--- src/rtl/cpu_pkg.sv ---
// cpu_pkg: definitions shared across the 19-bit CPU front end.
//   - instruction and opcode field geometry
//   - fetch-stage state encoding
//   - opcode values decoded by control_unit
package cpu_pkg;

  localparam int INSTR_W  = 19;
  localparam int OPCODE_W = 5;

  // Opcode field position inside an instruction word
  localparam int OPC_MSB = 18;
  localparam int OPC_LSB = 14;

  // Literals carry an FS_ prefix so they never collide with port names
  // such as FAULT in the modules that import this package.
  typedef enum logic [1:0] {
    FS_IDLE  = 2'd0,
    FS_WAIT  = 2'd1,
    FS_FAULT = 2'd2
  } fetch_state_t;

  typedef enum logic [OPCODE_W-1:0] {
    OP_NOP  = 5'h00,
    OP_ADD  = 5'h01,
    OP_SUB  = 5'h02,
    OP_AND  = 5'h03,
    OP_OR   = 5'h04,
    OP_XOR  = 5'h05,
    OP_SHL  = 5'h06,
    OP_SHR  = 5'h07,
    OP_ADDI = 5'h08,
    OP_LDI  = 5'h09,
    OP_LD   = 5'h0A,
    OP_ST   = 5'h0B,
    OP_MOV  = 5'h0C,
    OP_CMP  = 5'h0D,
    OP_JMP  = 5'h10,
    OP_JZ   = 5'h11,
    OP_JNZ  = 5'h12,
    OP_CALL = 5'h13,
    OP_RET  = 5'h14,
    OP_HLT  = 5'h1F
  } opcode_t;

  function automatic logic [OPCODE_W-1:0] opcode_of(input logic [INSTR_W-1:0] instr);
    return instr[OPC_MSB:OPC_LSB];
  endfunction

endpackage

--- src/rtl/program_counter.sv ---
// program_counter: ADDR_W-bit PC register.
//   CLK      - clock, rising edge
//   RST      - synchronous active-high reset, loads RESET_VEC
//   load     - load load_val (highest priority after reset)
//   load_val - load target
//   inc      - advance by one, wrapping modulo 2^ADDR_W
//   pc       - current value; holds when neither load nor inc
module program_counter #(
  parameter int                ADDR_W    = 19,
  parameter logic [ADDR_W-1:0] RESET_VEC = '0
) (
  input  logic              CLK,
  input  logic              RST,
  input  logic              load,
  input  logic [ADDR_W-1:0] load_val,
  input  logic              inc,
  output logic [ADDR_W-1:0] pc
);

  always_ff @(posedge CLK) begin
    if (RST) begin
      pc <= RESET_VEC;
    end else if (load) begin
      pc <= load_val;
    end else if (inc) begin
      pc <= pc + ADDR_W'(1);
    end
  end

endmodule

--- src/rtl/instr_fetch_unit.sv ---
// instr_fetch_unit: fetch stage feeding control_unit.
// Owns PC and IR, performs a req/ack read from instruction memory on
// demand, handles redirects (LOAD_PC) and raises a sticky FAULT when
// memory does not answer within TIMEOUT wait cycles (0 disables it).
// Ports:
//   CLK, RST            - clock, synchronous active-high reset
//   EN                  - gates FETCH/LOAD_PC acceptance in IDLE
//   FETCH, LOAD_PC      - fetch request, redirect strobe
//   PC_IN               - redirect target
//   IMEM_REQ, IMEM_ADDR - memory read request and address
//   IMEM_ACK, IMEM_RDATA- memory answer
//   IR, OPCODE, IR_PC   - fetched word, its opcode, its address
//   PC                  - next fetch address
//   INSTR_VALID         - IR holds an unconsumed instruction
//   BUSY                - access outstanding
//   FAULT               - memory timeout (sticky until RST)
module instr_fetch_unit
  import cpu_pkg::*;
#(
  parameter int                ADDR_W    = 19,
  parameter int                INSTR_W   = cpu_pkg::INSTR_W,
  parameter logic [ADDR_W-1:0] RESET_VEC = '0,
  parameter int                TIMEOUT   = 15
) (
  input  logic                CLK,
  input  logic                RST,
  input  logic                EN,
  input  logic                FETCH,
  input  logic                LOAD_PC,
  input  logic [ADDR_W-1:0]   PC_IN,
  output logic                IMEM_REQ,
  output logic [ADDR_W-1:0]   IMEM_ADDR,
  input  logic                IMEM_ACK,
  input  logic [INSTR_W-1:0]  IMEM_RDATA,
  output logic [INSTR_W-1:0]  IR,
  output logic [OPCODE_W-1:0] OPCODE,
  output logic [ADDR_W-1:0]   IR_PC,
  output logic [ADDR_W-1:0]   PC,
  output logic                INSTR_VALID,
  output logic                BUSY,
  output logic                FAULT
);

  // Wide enough to hold TIMEOUT itself, never narrower than one bit
  localparam int              CNT_W   = $clog2(TIMEOUT + 2);
  localparam logic [CNT_W-1:0] CNT_MAX = CNT_W'(TIMEOUT);

  fetch_state_t      state;
  logic [CNT_W-1:0]  tmo_cnt;
  logic              pend_vld;
  logic [ADDR_W-1:0] pend_pc;

  logic              pc_load;
  logic              pc_inc;
  logic [ADDR_W-1:0] pc_d;

  // A redirect seen during the access (earlier or on the ACK cycle)
  // means the returning word belongs to the abandoned path.
  logic              drop_data;

  assign drop_data = pend_vld | LOAD_PC;
  assign OPCODE    = IR[OPC_MSB:OPC_LSB];

  // PC update: redirects load, a clean ACK increments, otherwise hold.
  // A same-cycle PC_IN outranks the pending target.
  always_comb begin
    pc_load = 1'b0;
    pc_inc  = 1'b0;
    pc_d    = PC_IN;
    case (state)
      FS_IDLE: begin
        if (EN && LOAD_PC) pc_load = 1'b1;
      end
      FS_WAIT: begin
        if (IMEM_ACK) begin
          if (LOAD_PC) begin
            pc_load = 1'b1;
          end else if (pend_vld) begin
            pc_load = 1'b1;
            pc_d    = pend_pc;
          end else begin
            pc_inc = 1'b1;
          end
        end
      end
      default: ;
    endcase
  end

  program_counter #(
    .ADDR_W   (ADDR_W),
    .RESET_VEC(RESET_VEC)
  ) u_pc (
    .CLK     (CLK),
    .RST     (RST),
    .load    (pc_load),
    .load_val(pc_d),
    .inc     (pc_inc),
    .pc      (PC)
  );

  // Pending redirect target is plain data; its validity lives in pend_vld
  always_ff @(posedge CLK) begin
    if (state == FS_WAIT && !IMEM_ACK && LOAD_PC) pend_pc <= PC_IN;
  end

  always_ff @(posedge CLK) begin
    if (RST) begin
      state       <= FS_IDLE;
      IR          <= '0;
      IR_PC       <= '0;
      INSTR_VALID <= 1'b0;
      IMEM_REQ    <= 1'b0;
      IMEM_ADDR   <= '0;
      BUSY        <= 1'b0;
      FAULT       <= 1'b0;
      tmo_cnt     <= '0;
      pend_vld    <= 1'b0;
    end else begin
      case (state)
        FS_IDLE: begin
          if (EN) begin
            if (FETCH) begin
              state       <= FS_WAIT;
              BUSY        <= 1'b1;
              IMEM_REQ    <= 1'b1;
              IMEM_ADDR   <= LOAD_PC ? PC_IN : PC;
              INSTR_VALID <= 1'b0;
              tmo_cnt     <= '0;
              pend_vld    <= 1'b0;
            end else if (LOAD_PC) begin
              INSTR_VALID <= 1'b0;
            end
          end
        end

        FS_WAIT: begin
          if (IMEM_ACK) begin
            if (!drop_data) begin
              IR          <= IMEM_RDATA;
              IR_PC       <= PC;
              INSTR_VALID <= 1'b1;
            end
            IMEM_REQ <= 1'b0;
            BUSY     <= 1'b0;
            pend_vld <= 1'b0;
            state    <= FS_IDLE;
          end else begin
            if (LOAD_PC) pend_vld <= 1'b1;
            // Fault is taken on the wait cycle after the counter has
            // already reached TIMEOUT, so an ACK there still completes.
            if (TIMEOUT != 0 && tmo_cnt == CNT_MAX) begin
              state       <= FS_FAULT;
              IMEM_REQ    <= 1'b0;
              BUSY        <= 1'b0;
              FAULT       <= 1'b1;
              INSTR_VALID <= 1'b0;
            end else if (TIMEOUT != 0) begin
              tmo_cnt <= tmo_cnt + CNT_W'(1);
            end
          end
        end

        FS_FAULT: begin
          // Only RST leaves this state
          IMEM_REQ    <= 1'b0;
          BUSY        <= 1'b0;
          FAULT       <= 1'b1;
          INSTR_VALID <= 1'b0;
        end

        default: begin
          state <= FS_IDLE;
          BUSY  <= 1'b0;
        end
      endcase
    end
  end

endmodule
--- config.mk ---
export PLATFORM = sky130hd
export DESIGN_NAME = instr_fetch_unit
export DESIGN_NICKNAME = d
export VERILOG_FILES = /design/src/rtl/cpu_pkg.sv /design/src/rtl/program_counter.sv /design/src/rtl/instr_fetch_unit.sv
export SDC_FILE = /design/constraint.sdc
export NUM_CORES = 1
export LEC_CHECK = 0
export ABC_AREA = 1
export ABC_CLOCK_PERIOD_IN_PS = 2500
export BUFFER_PORTS_ARGS = -buffer_cell sky130_fd_sc_hd__buf_2
export CAP_MARGIN = 40
export CORE_ASPECT_RATIO = 0.8
export CORE_UTILIZATION = 48
export DETAILED_ROUTE_END_ITERATION = 8
export GPL_ROUTABILITY_DRIVEN = 1
export GPL_TIMING_DRIVEN = 0
export PLACE_DENSITY_LB_ADDON = 0.08
export SYNTH_ARGS = -nofsm -noshare
export SYNTH_HDL_FRONTEND = slang
export SYNTH_SLANG_ARGS = --single-unit
export TNS_END_PERCENT = 50
--- constraint.sdc ---
create_clock -name CLK -period 2.5 [get_ports CLK]
set_clock_uncertainty 0.05 [all_clocks]
set_input_delay 0.5 -clock CLK [delete_from_list [all_inputs] [get_ports CLK]]
set_output_delay 0.5 -clock CLK [all_outputs]
set_load 0.03 [all_outputs]
### Yosys cells after proc, flatten, opt, wreduce, memory -nomap -nowiden

Cells that the tools add are included.

| word-level totals | value |
|---|---|
| flip-flop bits (word level) | 107 |
| input port bits | 44 |
| output and inout port bits | 85 |
| logic and storage cells | 93 |

| cells by class | value |
|---|---|
| add/subtract/negate cells | 2 |
| equal/unequal tests | 12 |
| multiplexer cells | 46 |
| bitwise gates (word level) | 3 |
| reduce and logical (&&, ||, !) cells | 18 |

Operator list:

| cell | count |
|---|---|
| two-way mux 19 bit | 7 |
| two-way mux 1 bit | 23 |
| two-way mux 5 bit | 4 |
| adder 19 x 1 -> 19 bit, second input constant | 1 |
| AND reduction 3 bit | 4 |
| AND reduction 4 bit | 3 |
| one-hot mux 5 bit (2 select lines) | 1 |
| AND reduction 5 bit | 2 |
| inequality test 3 bit, second input constant | 3 |
| two-way mux 2 bit | 4 |
| inequality test 2 bit, second input constant | 4 |
| one-hot mux 1 bit (2 select lines) | 4 |
| one-hot mux 1 bit (3 select lines) | 2 |
| one-hot mux 2 bit (3 select lines) | 1 |
| nonzero test 2 bit | 3 |
| adder 5 x 1 -> 5 bit, second input constant | 1 |
| == test 5 x 4 -> 1 bit, second input constant | 1 |
| logical AND 1 bit | 3 |
| inequality test 3 x 2 -> 1 bit, second input constant | 1 |
| nonzero test 3 bit | 1 |
| == test 2 x 1 -> 1 bit, second input constant | 1 |
| == test 2 bit, second input constant | 1 |
| logical NOT 2 bit | 1 |
| inequality test 2 x 1 -> 1 bit, second input constant | 1 |
| other kinds (3) | 4 |

### Logic depth before layout (Yosys ltp)

| depth | value |
|---|---|
| depth in word-level cells | 6 |
| mapped depth | 12 |
| depth with buffers taken out | 11 |

### Cells and area by module

Synthesis repeated with hierarchy kept, for this count alone.

| unflattened totals | value |
|---|---|
| cell total of the unflattened synthesis | 688 |
| area total of the unflattened synthesis | 5081.1 um^2 |

Modules (own cells, without submodules):

| module | times used | cells each | area each (um^2) | seq. area each (um^2) |
|---|---|---|---|---|
| instr_fetch_unit | 1 | 496 | 3808.7 | 1951.9 |
| program_counter | 1 | 192 | 1272.5 | 380.4 |

### Worst setup path after synthesis

OpenSTA, ideal clock, no wires.

| timing | value |
|---|---|
| path type | reg2reg |
| from | register state[1] |
| to | register pend_pc[0] (enable) |
| setup time | 0.395 ns |
| arrival time | 1.848 ns |
| data required time | 2.055 ns |
| setup slack | 0.208 ns |
| stages on the path, launching flop included | 7 |
| buffers on the path | 0 |
| period minus slack after synthesis | 2.292 ns |
| path through | dfxtp_1 > inv_1 > ha_1 > inv_1 > nor2_1 > inv_1 > nor2_1 |

| on the way | value |
|---|---|
| longest elaborated chain between the ends | 3 |

Ends and longest elaborated chain:

| what | RTL line | source |
|---|---|---|
| start, declared | instr_fetch_unit.sv:48 | `fetch_state_t state;` |
| start signal, assigned | instr_fetch_unit.sv:109 | `state <= FS_IDLE;` |
| start signal, assigned | instr_fetch_unit.sv:124 | `state <= FS_WAIT;` |
| start signal, assigned | instr_fetch_unit.sv:147 | `state <= FS_IDLE;` |
| == test 2 x 1 -> 1 bit | instr_fetch_unit.sv:104 | `if (state == FS_WAIT && !IMEM_ACK && LOAD_PC) pend_pc <= PC_IN;` |
| logical AND 1 bit (2 in a row) | instr_fetch_unit.sv:104 |  |
| end signal, assigned | instr_fetch_unit.sv:104 |  |
| end, declared | instr_fetch_unit.sv:51 | `logic [ADDR_W-1:0] pend_pc;` |

No other way between the ends.
A chain may end at the register's enable or synchronous reset.

### Worst setup path in the final report

| timing | value |
|---|---|
| from | register state[1] |
| to | register u_pc.pc[9] |

| on the way | value |
|---|---|
| longest elaborated chain between the ends | 3 |
| elaborated cells on any way between the ends | 7 |
| classes of those cells | eq/ne: 1; mux: 4; reduce/logical: 2 |

Ends and longest elaborated chain:

| what | RTL line | source |
|---|---|---|
| == test 2 x 1 -> 1 bit or logical NOT 2 bit (tied branches) | instr_fetch_unit.sv:70 | `case (state)` |
| one-hot mux 1 bit (2 select lines), or another cell as far along | instr_fetch_unit.sv:70 |  |
| two-way mux 19 bit or nonzero test 2 bit (tied branches) | n/a |  |
| end signal, assigned | program_counter.sv:24 | `pc <= load_val;` |
| end signal, assigned | program_counter.sv:26 | `pc <= pc + ADDR_W'(1);` |
| end, declared | program_counter.sv:17 | `output logic [ADDR_W-1:0] pc` |

Parallel ways exist; a longest one is shown, timed or not.

==> impl_metrics.tcl <==
set metrics [dict create \
    design.portCount 129 \
    ir_drop_uv 574 \
    power_density_nw_per_um2 976 \
    hold_depth 1 \
    synth_most_common_cell "nand2_1" \
    slew_viol_final 0 \
    p_total_mw 5.83 \
    nets 844 \
    whs_ns 0.305 \
    synth_edf_count 19 \
    grt_pass1_wl_um 24000 \
    clockBufferDepth 2 \
    antenna_found_initial 0 \
    crit_type "flop to flop" \
    root_buffer "clkbuf_16" \
    ys_top_cells_by_count "114 x nand2_1, 106 x nor2_1, 88 x dfxtp_1, 83 x o21ai_0, 56 x inv_1" \
    drt_iter0_drc 462 \
    avgSynthCellArea_um2 7.43 \
    crit_end "u_pc.pc[9]" \
    cp.required_ns 2.74 \
    grtUsageTotal_pct 30.1 \
    setup_slack_ns 0.307 \
    final_cells 934 \
    htreeDepth 3 \
    synth_ff_type "dfxtp_1" \
    cts_tree "built" \
    post_cts_resized 0 \
    yosysSeqAreaShare_pct 48.1 \
    placementRows 32 \
    grt_pass1_vias 4628 \
    yosysTopAreaCellShare_pct 36.3 \
    finalInstanceArea_um2 5970 \
    syn_area_um2 4850 \
    synth_seq_cells 107 \
    placed_cell_area_um2 5680 \
    setup_viol 0 \
    gp_congestion 0.895 \
    cts_setup_buffers 0 \
    ant_nets 0 \
    cp-startpoint "state[1]" \
    via_per_inst 5.42 \
    fin_crit_sh_pct 87.7 \
    slew_headroom_pct 51.4 \
    io_buffer_count 128 \
    drv_cap 0 \
    synth_top_cell_by_area "dfxtp_1" \
    hpwlAfterDp_um 11200 \
    core_um2 9730 \
    antenna_cells 0 \
    leakage_nw 2.79 \
    crit_path_start_kind "flop" \
    status "finished clean" \
    overflow 0 \
    rr_endpoint "u_pc.pc[9]" \
    hold_viol_final 0 \
    post-route-util_pct 61.4 \
    wl_per_cell_um 16.2 \
    die_w_um 114 \
    rsz0062_at_grt "false" \
    die_area_um2 10500 \
    crit_path_end_kind "flop" \
    drc_errors 0 \
    drive_gt1_share_pct 21.8 \
    fin_crit_ns 2.19 \
    yosys_warnings 0 \
    path_max_fanout 10 \
    clk_pin_slew_ns 0.07 \
    first_pass_iters 5 \
    clock_latency_ns 0.35 \
    reg2reg_slack_ns 0.31 \
    n_fill_cell 933 \
    setup_tns_ns 0 \
    r2r_start "state[1]" \
    async_reset_ff_share_pct 0 \
    wl_um 15200 \
    place_ws_ns 0.336 \
    ys_types 30 \
    worst_slew_pin_slew_ns 0.729 \
    area_growth_pct 23.0 \
    fmax_mhz 456 \
    critPathArrivalTime_ns 2.43 \
    placed_cells 918 \
    postCtsHoldBufs 0 \
    start_util_pct 49.9 \
    die_h_um 91.9 \
    grt_max_degree 18 \
    clkSinkCount 107 \
    vias 5059 \
    syn-num-nets 704 \
    yosys-top-cells-area "dfxtp_1 36%, edfxtp_1 12%, nand2_1 8.8%" \
    r2r_cells 8 \
    synth_cells 653 \
    hold_path.class "input pin to flop" \
    cts_buffers 9 \
]
report_power, final:
part,total [mW],switching [mW],internal (mW)
clock,1.39,0.658,0.735
sequential,2.33,0.275,2.06
combinational,2.10,1.50,0.595
total,5.83,2.44,3.39
cells in the final DEF, fill, tap and decap left out, types with 20 or more instances in the layout:
master,count
nand2_1,114
clkbuf_1,24
inv_1,56
buf_2,137
a21oi_1,40
nand3_1,37
a31oi_1,20
o21ai_0,83
nor2_1,105
dfxtp_1,88
state kept, by name, summed over array words and instances, names as in the netlist:
signal	count
BUSY	1
pend_vld	1
IR	19
tmo_cnt	5
IMEM_REQ	1
IMEM_ADDR	19
FAULT	1
u_pc.pc	19
state	2
IR_PC	19
INSTR_VALID	1
pend_pc	19
cells by family (layout without fill, tap and decap cells):
family	after synthesis	count (layout)	synth area share [%]
AOI/OAI and AO/OA	158	158	17.6
and+or+nand+nor	279	279	23.8
xor gates and xnor gates	1	1	0.181
buffers and inverters	101	246	8.59
DFF	107	107	48.1
adders and majority gates	7	7	1.80
worst min path at each step:
stage                             end        from  slack (ns)
after floorplan            tmo_cnt[4]  tmo_cnt[4]        0.39
after global routing       pend_pc[6]    PC_IN[6]        0.29
after detailed placement   tmo_cnt[4]  tmo_cnt[4]        0.41
after CTS                 pend_pc[13]   PC_IN[13]        0.30
after global placement     tmo_cnt[4]  tmo_cnt[4]        0.40
final                     pend_pc[14]   PC_IN[14]        0.30
cell type report:
cell class	instances	area (µm²)	area share [%]
Clock inverter	5	36.3	0.608
Tap cell	136	170	2.85
Sequential cell	107	2330	39.1
Inverter	61	229	3.84
Buffer	40	188	3.14
Clock buffer	11	253	4.23
Multi-Input combinational cell	445	2110	35.3
Timing Repair Buffer	129	656	11.0
worst max-delay path: stages, from the launching register on:
cell      delay, ns
dfxtp_1        0.38
inv_1          0.08
ha_1           0.29
nand4_2        0.23
clkbuf_1       0.49
nor2_1         0.08
o21ai_0        0.29
nand3_1        0.11
a21oi_1        0.13
per-layer routing:
layer  GRT usage, %  share of wire (%)
met3           6.94                7.2
met4           8.66                1.4
met5              0                  0
met2           47.7                 46
met1           40.8                 46
Note: power is estimated with default switching activity, not from simulation.
